$ cat config.mk
export PLATFORM = sky130hd
export DESIGN_NAME = asi_arb
export DESIGN_NICKNAME = d
export VERILOG_FILES = /design/src/rtl/asi_arb.sv
export SDC_FILE = /design/constraint.sdc
export NUM_CORES = 1
export LEC_CHECK = 0
export CORE_AREA = 2 2 39 41
export CTS_CLUSTER_DIAMETER = 100
export DETAILED_ROUTE_END_ITERATION = 6
export DIE_AREA = 0 0 41 43
export PLACE_DENSITY = 0.68
export SYNTH_ARGS = -nofsm -noshare
export SYNTH_HDL_FRONTEND = slang
export SYNTH_SLANG_ARGS = --single-unit
export TNS_END_PERCENT = 100
$ cat constraint.sdc
create_clock -name clk -period 1.62 [get_ports clk]
set_input_delay 0.243 -clock clk [delete_from_list [all_inputs] [get_ports clk]]
set_output_delay 0.243 -clock clk [all_outputs]
set_load 0.05 [all_outputs]
$ cat src/rtl/asi_arb.sv
// Read/write burst arbiter for the shared user memory port: one direction owns
// the port for a whole burst, with strict priority and a bounded-starvation override.
module asi_arb #(
  parameter int SLV_ARB  = 0,
  parameter int ARB_MAXB = 4,
  parameter int CW       = $clog2(ARB_MAXB + 1)
) (
  input  logic       clk,
  input  logic       rst_n,
  input  logic       m_arff_rvalid,
  input  logic       m_rbusy,
  input  logic       m_rlast,
  output logic       rgranted,
  input  logic       m_awff_rvalid,
  input  logic       m_wbusy,
  input  logic       m_wlast,
  output logic       wgranted,
  output logic [1:0] arb_owner,
  output logic       error_arb
);

  // CW collapses to 0 for strict priority; keep at least one counter bit.
  localparam int SW = (CW < 1) ? 1 : CW;
  localparam logic [SW-1:0] MAXB_V = SW'(ARB_MAXB);
  localparam logic [SW-1:0] ONE_V  = SW'(1);

  typedef enum logic [1:0] {
    ST_IDLE  = 2'b00,
    ST_R_OWN = 2'b01,
    ST_W_OWN = 2'b10
  } state_t;

  localparam state_t PREF_ST = (SLV_ARB != 0) ? ST_R_OWN : ST_W_OWN;
  localparam state_t OTH_ST  = (SLV_ARB != 0) ? ST_W_OWN : ST_R_OWN;

  state_t        r_state;
  state_t        w_state_nxt;
  logic [SW-1:0] r_cnt;
  logic [SW-1:0] w_cnt_nxt;
  logic          r_rgranted;
  logic          r_wgranted;
  logic          r_err;
  logic          w_err_nxt;
  logic          w_pref_req;
  logic          w_oth_req;
  logic          w_take_oth;

  // Next-state, starvation counter and sticky protocol-error decode.
  always_comb begin
    w_state_nxt = r_state;
    w_cnt_nxt   = r_cnt;
    w_pref_req  = (SLV_ARB != 0) ? m_arff_rvalid : m_awff_rvalid;
    w_oth_req   = (SLV_ARB != 0) ? m_awff_rvalid : m_arff_rvalid;
    w_take_oth  = (ARB_MAXB != 0) && (r_cnt == MAXB_V);
    w_err_nxt   = r_err | (m_rbusy && (r_state != ST_R_OWN))
                        | (m_wbusy && (r_state != ST_W_OWN));
    case (r_state)
      ST_IDLE: begin
        if (w_pref_req && w_oth_req) begin
          if (w_take_oth) begin
            w_state_nxt = OTH_ST;
            w_cnt_nxt   = '0;
          end else begin
            w_state_nxt = PREF_ST;
            w_cnt_nxt   = (r_cnt == MAXB_V) ? r_cnt : r_cnt + ONE_V;
          end
        end else if (w_pref_req) begin
          w_state_nxt = PREF_ST;
          w_cnt_nxt   = '0;
        end else if (w_oth_req) begin
          w_state_nxt = OTH_ST;
          w_cnt_nxt   = '0;
        end else begin
          w_state_nxt = ST_IDLE;
        end
      end
      ST_R_OWN: begin
        if (m_rbusy && m_rlast) begin
          w_state_nxt = ST_IDLE;
        end else begin
          w_state_nxt = ST_R_OWN;
        end
      end
      ST_W_OWN: begin
        if (m_wbusy && m_wlast) begin
          w_state_nxt = ST_IDLE;
        end else begin
          w_state_nxt = ST_W_OWN;
        end
      end
      default: begin
        w_state_nxt = ST_IDLE;
      end
    endcase
  end

  // State, counter, grant and error registers; grants track the next state.
  always_ff @(posedge clk or negedge rst_n) begin
    if (!rst_n) begin
      r_state    <= ST_IDLE;
      r_cnt      <= '0;
      r_rgranted <= 1'b0;
      r_wgranted <= 1'b0;
      r_err      <= 1'b0;
    end else begin
      r_state    <= w_state_nxt;
      r_cnt      <= w_cnt_nxt;
      r_rgranted <= (w_state_nxt == ST_R_OWN);
      r_wgranted <= (w_state_nxt == ST_W_OWN);
      r_err      <= w_err_nxt;
    end
  end

  assign rgranted  = r_rgranted;
  assign wgranted  = r_wgranted;
  assign arb_owner = r_state;
  assign error_arb = r_err;

endmodule

==> results of run 1 <==
==> placed cells by master, fill, tap and decap left out, types with 3 or more instances in the layout <==
master,n
dfrtp_1,8
buf_4,3
a21oi_1,5
a311oi_1,4
clkbuf_4,3
clkdlybuf4s50_1,7
==> registers in the layout, summed over array words and instances, names as in the netlist <==
| signal | cells |
|---|---|
| error_arb | 1 |
| arb_owner | 2 |
| r_cnt | 3 |
| wgranted | 1 |
| rgranted | 1 |
==> worst max-delay path by stage <==
stage	startpoint	endpoint	slack, ps
2_1_floorplan	arb_owner[1]	r_cnt[0]	310
4_1_cts	r_cnt[0]	arb_owner[0]	310
5_1_grt	r_cnt[0]	arb_owner[0]	230
6_report	r_cnt[0]	arb_owner[0]	320
3_3_place_gp	m_awff_rvalid	arb_owner[0]	270
3_5_place_dp	m_awff_rvalid	arb_owner[0]	240
==> critical path, delay by kind of cell, from the launching register on <==
family / cells / cell delay (ps)
adders and majority gates: 1 / 240
AOI/OAI and AO/OA: 3 / 460
buffers and inverters: 1 / 60
DFF: 1 / 390
==> metal layers <==
| metal | wire length (um) | up-vias | global-route usage |
|---|---|---|---|
| li1 | - | 166 | - |
| met1 | 354 | 156 | 0.155 |
| met2 | 387 | 19 | 0.153 |
| met3 | 61 | 0 | 0.0681 |
| met4 | 0 | 0 | 0.0400 |
| met5 | 0 | - | 0 |
==> layout make-up <==
cell class | instances | area (um^2)
well taps | 16 | 20.0
inverters | 2 | 7.51
multi-input cells | 25 | 178
flip-flops and latches | 8 | 200
fillers | 135 | 823
repair buffers | 12 | 133
clock buffers | 3 | 22.5
==> logic make-up (layout without fill, tap and decap cells) <==
group	Yosys count	count (layout)
and+or+nand+nor	8	8
buffers and inverters	4	17
adders and majority gates	2	2
AOI/OAI and AO/OA	15	15
DFF	8	8
==> where the power goes <==
group | internal, W | switching (W)
sequential | 0.000266 | 0.0000988
clock | 0.0000848 | 0.0000684
combinational | 0.000212 | 0.000266
total | 0.000563 | 0.000434
==> metrics by stage <==
step	hold slack, ps	instances	instance area, um^2
floorplan	-52.6	37	395
global placement	472	63	538
detailed placement	464	63	538
CTS	278	66	561
global route	292	66	561
finish	266	66	561
==> run_results.csv, run 1 <==
group,metric,value,unit
clock_tree,cts_resized,0,
floorplan,ioPinCount,13,
cells_and_area,fin_util,0.405,
route,wl_per_cell,12.2,um
logic_synthesis,yosys.area_share.adder,0.0633,
clock_tree,root_buffer,"clkbuf_4",
floorplan,fp-row-count,14,
timing,finClkSkew,9.33,ps
logic_synthesis,yosys_warnings,0,
clock_tree,clk_pin_slew,60,ps
pwr,p_leak,0.239,nW
placement,place_ws,238,ps
logic_synthesis,synth_compound_area_frac,0.275,
logic_synthesis,synth.net_count,47,
worst_hold_path,hold_path_class,"input port to async pin",
route,via_per_inst,5.17,
worst_setup_path,critPathRequiredTime,1730,ps
timing,fin_setup_tns,0,ps
cells_and_area,diodes,0,
route,antenna_left,0,
logic_synthesis,ys_top_cells_by_count,"dfrtp_1 (8), a21oi_1 (5), a311oi_1 (4)",
clock_tree,post_cts_buffers,0,
logic_synthesis,synthArstFlopShare,1.00,
pwr,powerDensity,1780,nW/um^2
outcome,outcome,"finished clean",
route,vias,341,
timing,min_period,1300,ps
timing,relSlewSlack,0.742,
worst_setup_path,crit_path_end_kind,"flop",
route,drc,0,
cells_and_area,synthToLayoutAreaGrowth,41.8,%
global_route,grt_pass1_vias,323,
logic_synthesis,synth_edf_count,0,
clock_tree,cts_buffers,3,
logic_synthesis,synthSimpleGateAreaFrac,0.111,
worst_setup_path,reg2reg_to,"arb_owner[0]",
global_route,grt_overflow,0,
worst_setup_path,critPathKind,"flop to flop",
logic_synthesis,synthFlopType,"dfrtp_1",
logic_synthesis,synth_cell_types,17,
clock_tree,cts_sinks,8,
floorplan,fp.coreArea,1380,um^2
timing,finalCritPeriodShare,0.802,
floorplan,die_w,41,um
clock_tree,htree_levels,1,
global_route,antenna_found_initial,0,
logic_synthesis,syn_area_per_cell,10.7,um^2
logic_synthesis,yosysTopAreaCellShare,0.506,
logic_synthesis,ys_seq_area_frac,0.506,
worst_setup_path,crit_fanout,4,
route,first_pass_iters,4,
global_route,grt_pass1_wl,1360,um
clock_tree,cts_tree,"done",
floorplan,die_h,43,um
worst_setup_path,worstRegToRegCells,5,
clock_tree,clock_path_buffers,2,
timing,rsz0062_at_grt,"no",
logic_synthesis,yosysMostFrequentCell,"dfrtp_1",
clock_tree,ctsHoldBuffers,0,
logic_synthesis,ys_ff_latch,8,
logic_synthesis,synth_xor_area_frac,0,
floorplan,initial_core_util,0.286,
logic_synthesis,synthMuxAreaShare,0,
worst_setup_path,ff2ff_setup_slack,320,ps
cells_and_area,drive_above_1_share,0.160,
timing,slew_viol_final,0,
worst_setup_path,critPathLaunchType,"flop",
logic_synthesis,synth_top_area_cell,"dfrtp_1",
worst_setup_path,slowest_stage,"dfrtp_1",
logic_synthesis,synthCells,37,
timing,finalSetupViolations,0,
global_route,grt_max_degree,12,
logic_synthesis,synth_area_leaders,"dfrtp_1 (51%), a311oi_1 (8.9%), a21oi_1 (6.3%)",
worst_setup_path,max_stage_delay,390,ps
route,detail_route.wirelength,803,um
placement,dp_hpwl,590,um
timing,max_freq,770,MHz
run,drv_cap,0,
pwr,vdd_ir_drop_max,0.000582,V
logic_synthesis,synth_top_family_by_area,"compound AO/OA/AOI/OAI gates",
timing,tightestPinTransition,388,ps
placement,port_buffers,12,
cells_and_area,nNetsFinal,62,
pwr,finalPower,0.000996,W
floorplan,dieArea,1760,um^2
worst_setup_path,crit_arrival,1410,ps
route,drtIter0Drc,5,
logic_synthesis,synth_area,395,um^2
clock_tree,clock_latency,260,ps
timing,finalHoldViolations,0,
timing,fin_ws,321,ps
placement,routabilityCongestion,0.711,
worst_setup_path,r2r_start,"r_cnt[0]",
global_route,grtUsageTotal,0.116,
worst_setup_path,crit_chain,"inv_1 -> ha_1 -> a21bo_1 -> a21oi_1 -> a311oi_1",
No activity file was read; power rests on OpenSTA's default activity.
==> run 2: changes to the inputs <==
PLACE_DENSITY = 0.7   (was 0.68)
clock period = 1.05 ns   (was 1.62 ns; I/O delays follow)
==> run 2 against run 1 <==
- the flow now finishes with violations (negative setup slack)
- first-iteration DRC count is 100% lower
- core utilization is 12 points higher
- cell area is 30% higher
- wire length is 13% higher
- count of clock-buffer cells in the layout is 1 higher
- clock power is 65% higher
- sequential share of layout area is 7.8 points lower
- clock skew is 4.2 ps higher
- highest routed layer unchanged
==> run_results.csv, run 2 (synthesis results as in run 1) <==
group,metric,value,unit
outcome,outcome,"finished, violations left",
outcome,violations,"negative setup slack",
timing,fin_ws,-49.1,ps
cells_and_area,regMostFlops,"r_cnt",
pwr,comb_power_share,0.598,
pwr,p_sw_frac,0.399,
worst_setup_path,reg2reg_to,"arb_owner[0]",
worst_setup_path,critPathRequiredTime,1180,ps
floorplan,die_w,41,um
timing,relSlewSlack,0.743,
clock_tree,clk_pin_slew,60,ps
cells_and_area,drive_above_1_share,0.467,
pwr,powerDensity,2740,nW/um^2
clock_tree,cts_tree,"done",
global_route,grt_overflow,0,
timing,finClkSkew,13.5,ps
worst_setup_path,crit_fanout,4,
floorplan,die_h,43,um
route,first_pass_iters,1,
timing,finalSetupViolations,7,
worst_hold_path,hold_path_class,"input port to async pin",
placement,dp_hpwl,660,um
worst_setup_path,crit_path_end_kind,"flop",
pwr,p_leak,0.306,nW
route,wl_per_cell,11.9,um
floorplan,fp-row-count,14,
placement,port_buffers,12,
worst_setup_path,startpoint,"r_cnt[0]",
route,via_per_inst,4.89,
cells_and_area,largest_reg_flops,3,
worst_setup_path,r2r_start,"r_cnt[0]",
cells_and_area,final_cell_mix,"clkdlybuf4s50_1 (7), buf_4 (7), dfrtp_1 (6)",
global_route,grt_pass1_vias,338,
global_route,grt_max_degree,9,
timing,slew_viol_final,0,
floorplan,ioPinCount,13,
worst_setup_path,cp_num_buf_inv,1,
worst_setup_path,crit_arrival,1230,ps
run,drv_cap,0,
pwr,p_int,0.00120,W
worst_setup_path,critPathLaunchType,"flop",
timing,min_period,1100,ps
floorplan,fp.coreArea,1380,um^2
floorplan,dieArea,1760,um^2
pwr,pwr-share-clk,0.127,
pwr,vdd_ir_drop_max,0.00125,V
cells_and_area,nNetsFinal,71,
floorplan,initial_core_util,0.286,
route,antenna_left,0,
route,vias,372,
worst_setup_path,max_stage_delay,390,ps
clock_tree,cts_sinks,8,
global_route,grtUsageTotal,0.119,
placement,routabilityCongestion,0.720,
worst_setup_path,critPathKind,"flop to flop",
timing,rsz0062_at_grt,"yes",
route,drtIter0Drc,0,
cells_and_area,synthToLayoutAreaGrowth,83.9,%
pwr,switchingPower,0.000795,W
cells_and_area,diodes,0,
worst_setup_path,crit_chain,"inv_2 -> ha_4 -> a21bo_1 -> a21oi_2 -> a311oi_1",
global_route,grt_pass1_wl,1350,um
clock_tree,clock_latency,260,ps
pwr,sequentialPowerShare,0.275,
worst_setup_path,slowest_stage,"dfrtp_1",
route,drc,0,
route,detail_route.wirelength,904,um
clock_tree,root_buffer,"clkbuf_4",
clock_tree,clock_path_buffers,2,
worst_setup_path,ff2ff_setup_slack,-50,ps
clock_tree,cts_buffers,3,
timing,tightestPinTransition,385,ps
pwr,finalPower,0.00199,W
timing,finalCritPeriodShare,1.05,
cells_and_area,fin_util,0.525,
timing,finalHoldViolations,0,
worst_setup_path,crit_family,"flip-flops",
timing,max_freq,910,MHz
global_route,antenna_found_initial,0,
clock_tree,htree_levels,1,
worst_setup_path,worstRegToRegCells,5,
==> run 2: how the worst max path moves through the flow <==
stage	to	slack [ps]	depth (start not counted)
floorplan	r_cnt[0]	-110	4
global placement	rgranted	-180	4
detailed placement	r_cnt[1]	-190	4
CTS	arb_owner[0]	-50	5
finish	arb_owner[0]	-50	5
global route	rgranted	-130	5
==> run 2: metrics by stage <==
step	hold WS, ps	TNS, ps	cell area, um^2	instances	setup WS [ps]
after floorplan	-138	-330	420	37	-114
after global placement	467	-930	633	69	-181
after detailed placement	469	-1080	633	69	-193
after CTS	189	-299	701	75	-52.1
after global routing	210	-722	727	76	-132
final	182	-271	727	76	-49.1
==> run 2: power by group through the flow <==
stage                     Sequential (W)  Clock [W]  Combinational [W]
after detailed placement        0.000568          0           0.000946
after CTS                       0.000533   0.000266            0.00112
after global routing            0.000567   0.000289            0.00128
final                           0.000549   0.000253            0.00119
after floorplan                 0.000710          0           0.000376
after global placement          0.000571          0           0.000932
==> run 2: area by class of cell <==
| class | count | area, um^2 |
|---|---|---|
| fillers | 127 | 657 |
| repair buffers | 21 | 245 |
| multi-input cells | 25 | 225 |
| flip-flops and latches | 8 | 203 |
| clock buffers | 4 | 26.3 |
| well taps | 16 | 20.0 |
| inverters | 2 | 7.51 |
==> run 2: repair_timing <==
action,in CTS,in global routing
hold buffers,0,0
endpoints found under the setup margin,9,9
setup buffers,2,1
resized for setup,7,4
cloned,0,0
pin swaps,2,1
==> run 2: per-layer routing <==
layer  share of wire  track usage
met4               0       0.0200
met5               0            0
met3           0.092       0.0942
met1            0.38        0.122
met2            0.52        0.188
==> run 3: changes to the inputs <==
PLACE_DENSITY = not set   (was 0.7)
==> run 3 against run 2 <==
- the run still ends with negative setup slack left
- largest cell class unchanged
- core utilization is 1.2 points higher
- die area stayed put
- highest routed layer unchanged
- sequential cell count stayed put
- total power is 3.4% higher
- setup slack worse by 27 ps
- combinational power is 10% higher
- fmax is 2.4% lower
==> run_results.csv, run 3 (synthesis results as in run 1) <==
group,metric,value,unit
cells_and_area,regMostFlops,"r_cnt",
clock_tree,clk_pin_slew,60,ps
route,wl_per_cell,12.2,um
cells_and_area,drive_above_1_share,0.508,
floorplan,die_h,43,um
outcome,outcome,"finished, violations left",
timing,finalCritPeriodShare,1.07,
route,via_per_inst,5.10,
timing,rsz0062_at_grt,"yes",
route,detail_route.wirelength,937,um
outcome,violations,"negative setup slack",
timing,finalHoldViolations,0,
clock_tree,root_buffer,"clkbuf_4",
worst_setup_path,crit_fanout,4,
cells_and_area,synthToLayoutAreaGrowth,88.0,%
clock_tree,clock_latency,260,ps
pwr,p_int,0.00124,W
global_route,grt_max_degree,9,
pwr,sequentialPowerShare,0.250,
pwr,powerDensity,2770,nW/um^2
worst_setup_path,crit_arrival,1260,ps
placement,placed_cells,67,
pwr,p_leak,0.317,nW
pwr,switchingPower,0.000821,W
placement,port_buffers,12,
cells_and_area,final_common_cell,"buf_4",
timing,tightestPinTransition,354,ps
timing,min_period,1130,ps
floorplan,initial_core_util,0.286,
global_route,grt_overflow,0,
route,drtIter0Drc,4,
clock_tree,clock_path_buffers,2,
placement,dp_hpwl,645,um
pwr,vdd_ir_drop_max,0.00116,V
cells_and_area,multi_input_area,226,um^2
clock_tree,cts_tree,"done",
cells_and_area,fin_cells,77,
global_route,grtUsageTotal,0.139,
floorplan,die_w,41,um
cells_and_area,diodes,0,
clock_tree,cts_buffers,3,
worst_setup_path,critPathLaunchType,"flop",
floorplan,dieArea,1760,um^2
worst_setup_path,critPathKind,"flop to flop",
worst_setup_path,crit_path_end_kind,"flop",
clock_tree,htree_levels,1,
cells_and_area,final-seq-area,203,um^2
route,drc,0,
worst_setup_path,startpoint,"r_cnt[0]",
route,first_pass_iters,2,
timing,slew_viol_final,0,
pwr,comb_power_share,0.634,
timing,relSlewSlack,0.763,
global_route,grt_pass1_vias,393,
placement,place_ws,-208,ps
cells_and_area,largest_reg_flops,3,
global_route,grt_pass1_wl,1640,um
pwr,pwr-share-clk,0.115,
route,vias,393,
run,drv_cap,0,
clock_tree,cts_sinks,8,
timing,finalSetupViolations,8,
pwr,p_sw_frac,0.399,
cells_and_area,final_cell_mix,"buf_4 (8), clkdlybuf4s50_1 (7), dfrtp_1 (6)",
worst_hold_path,hold_path_class,"input port to async pin",
global_route,antenna_found_initial,0,
floorplan,fp.coreArea,1380,um^2
floorplan,fp-row-count,14,
clock_tree,ctsHoldBuffers,0,
floorplan,ioPinCount,13,
worst_setup_path,critPathRequiredTime,1180,ps
cells_and_area,nNetsFinal,73,
timing,max_freq,888,MHz
timing,finClkSkew,12.9,ps
route,antenna_left,0,
cells_and_area,fillers,125,
worst_setup_path,r2r_start,"r_cnt[0]",
timing,fin_ws,-76.0,ps
placement,routabilityCongestion,0.746,
## run 3: cell count changes in the layout (fill, tap and decap cells not counted)
cell,before,now
nor3b_1,1,2
buf_4,7,8
nor3_2,0,1
buf_6,2,3
a311oi_1,4,2
a311oi_2,0,2
nor3b_2,1,0
clkbuf_1,1,0
nor3_4,1,0
## run 3: what timing repair did
item / 4_1_cts / 5_1_grt
pin swaps: 5 / 1
buffers inserted: 6 / 1
resized for setup: 11 / 1
setup endpoints to repair: 7 / 10
## run 3: final timing paths
kind	endpoint	slack (ps)	cells past startpoint
worst max-delay path	arb_owner[0]	-80	5
worst max register to register	arb_owner[0]	-80	5
min in group clk	wgranted	520	2
max in group asynchronous	arb_owner[1]	590	1
worst min-delay path	rgranted	170	1
worst min register to register	error_arb	540	1
## run 3: metal layers
| layer | global-route usage | wire length [um] |
|---|---|---|
| met5 | 0 | 0 |
| met2 | 0.203 | 467 |
| met1 | 0.171 | 396 |
| met4 | 0.0400 | 0 |
| met3 | 0.0785 | 72 |
## run 3: stage by stage
step | util | TNS (ps) | hold slack [ps] | area [um^2] | total power, W
6_report | 0.537 | -350 | 167 | 743 | 0.00206
3_3_place_gp | 0.447 | -1010 | 466 | 618 | 0.00149
2_1_floorplan | - | -330 | -138 | 420 | 0.00109
4_1_cts | 0.527 | -342 | 182 | 729 | 0.00202
5_1_grt | 0.537 | -792 | 192 | 743 | 0.00219
3_5_place_dp | 0.447 | -1070 | 459 | 618 | 0.00149
## run 3: critical path, cell delays in order (launching register included)
cell	delay [ps]
dfrtp_1	390
inv_2	60
ha_4	170
a21bo_1	170
a21oi_2	160
a311oi_1	60
## run 3: area by class of cell
type / instances / share of cell area
clock buffer: 3 / 0.0303
inverter: 2 / 0.0101
multi-input combinational: 25 / 0.305
sequential: 8 / 0.273
tap: 16 / 0.0269
timing repair buffer: 23 / 0.355
## run 3: power groups by stage
stage	clock, W	sequential [W]	combinational, W
floorplan	0	0.000710	0.000376
global placement	0	0.000556	0.000930
detailed placement	0	0.000560	0.000932
CTS	0.000245	0.000515	0.00126
global route	0.000262	0.000527	0.00140
finish	0.000238	0.000516	0.00131
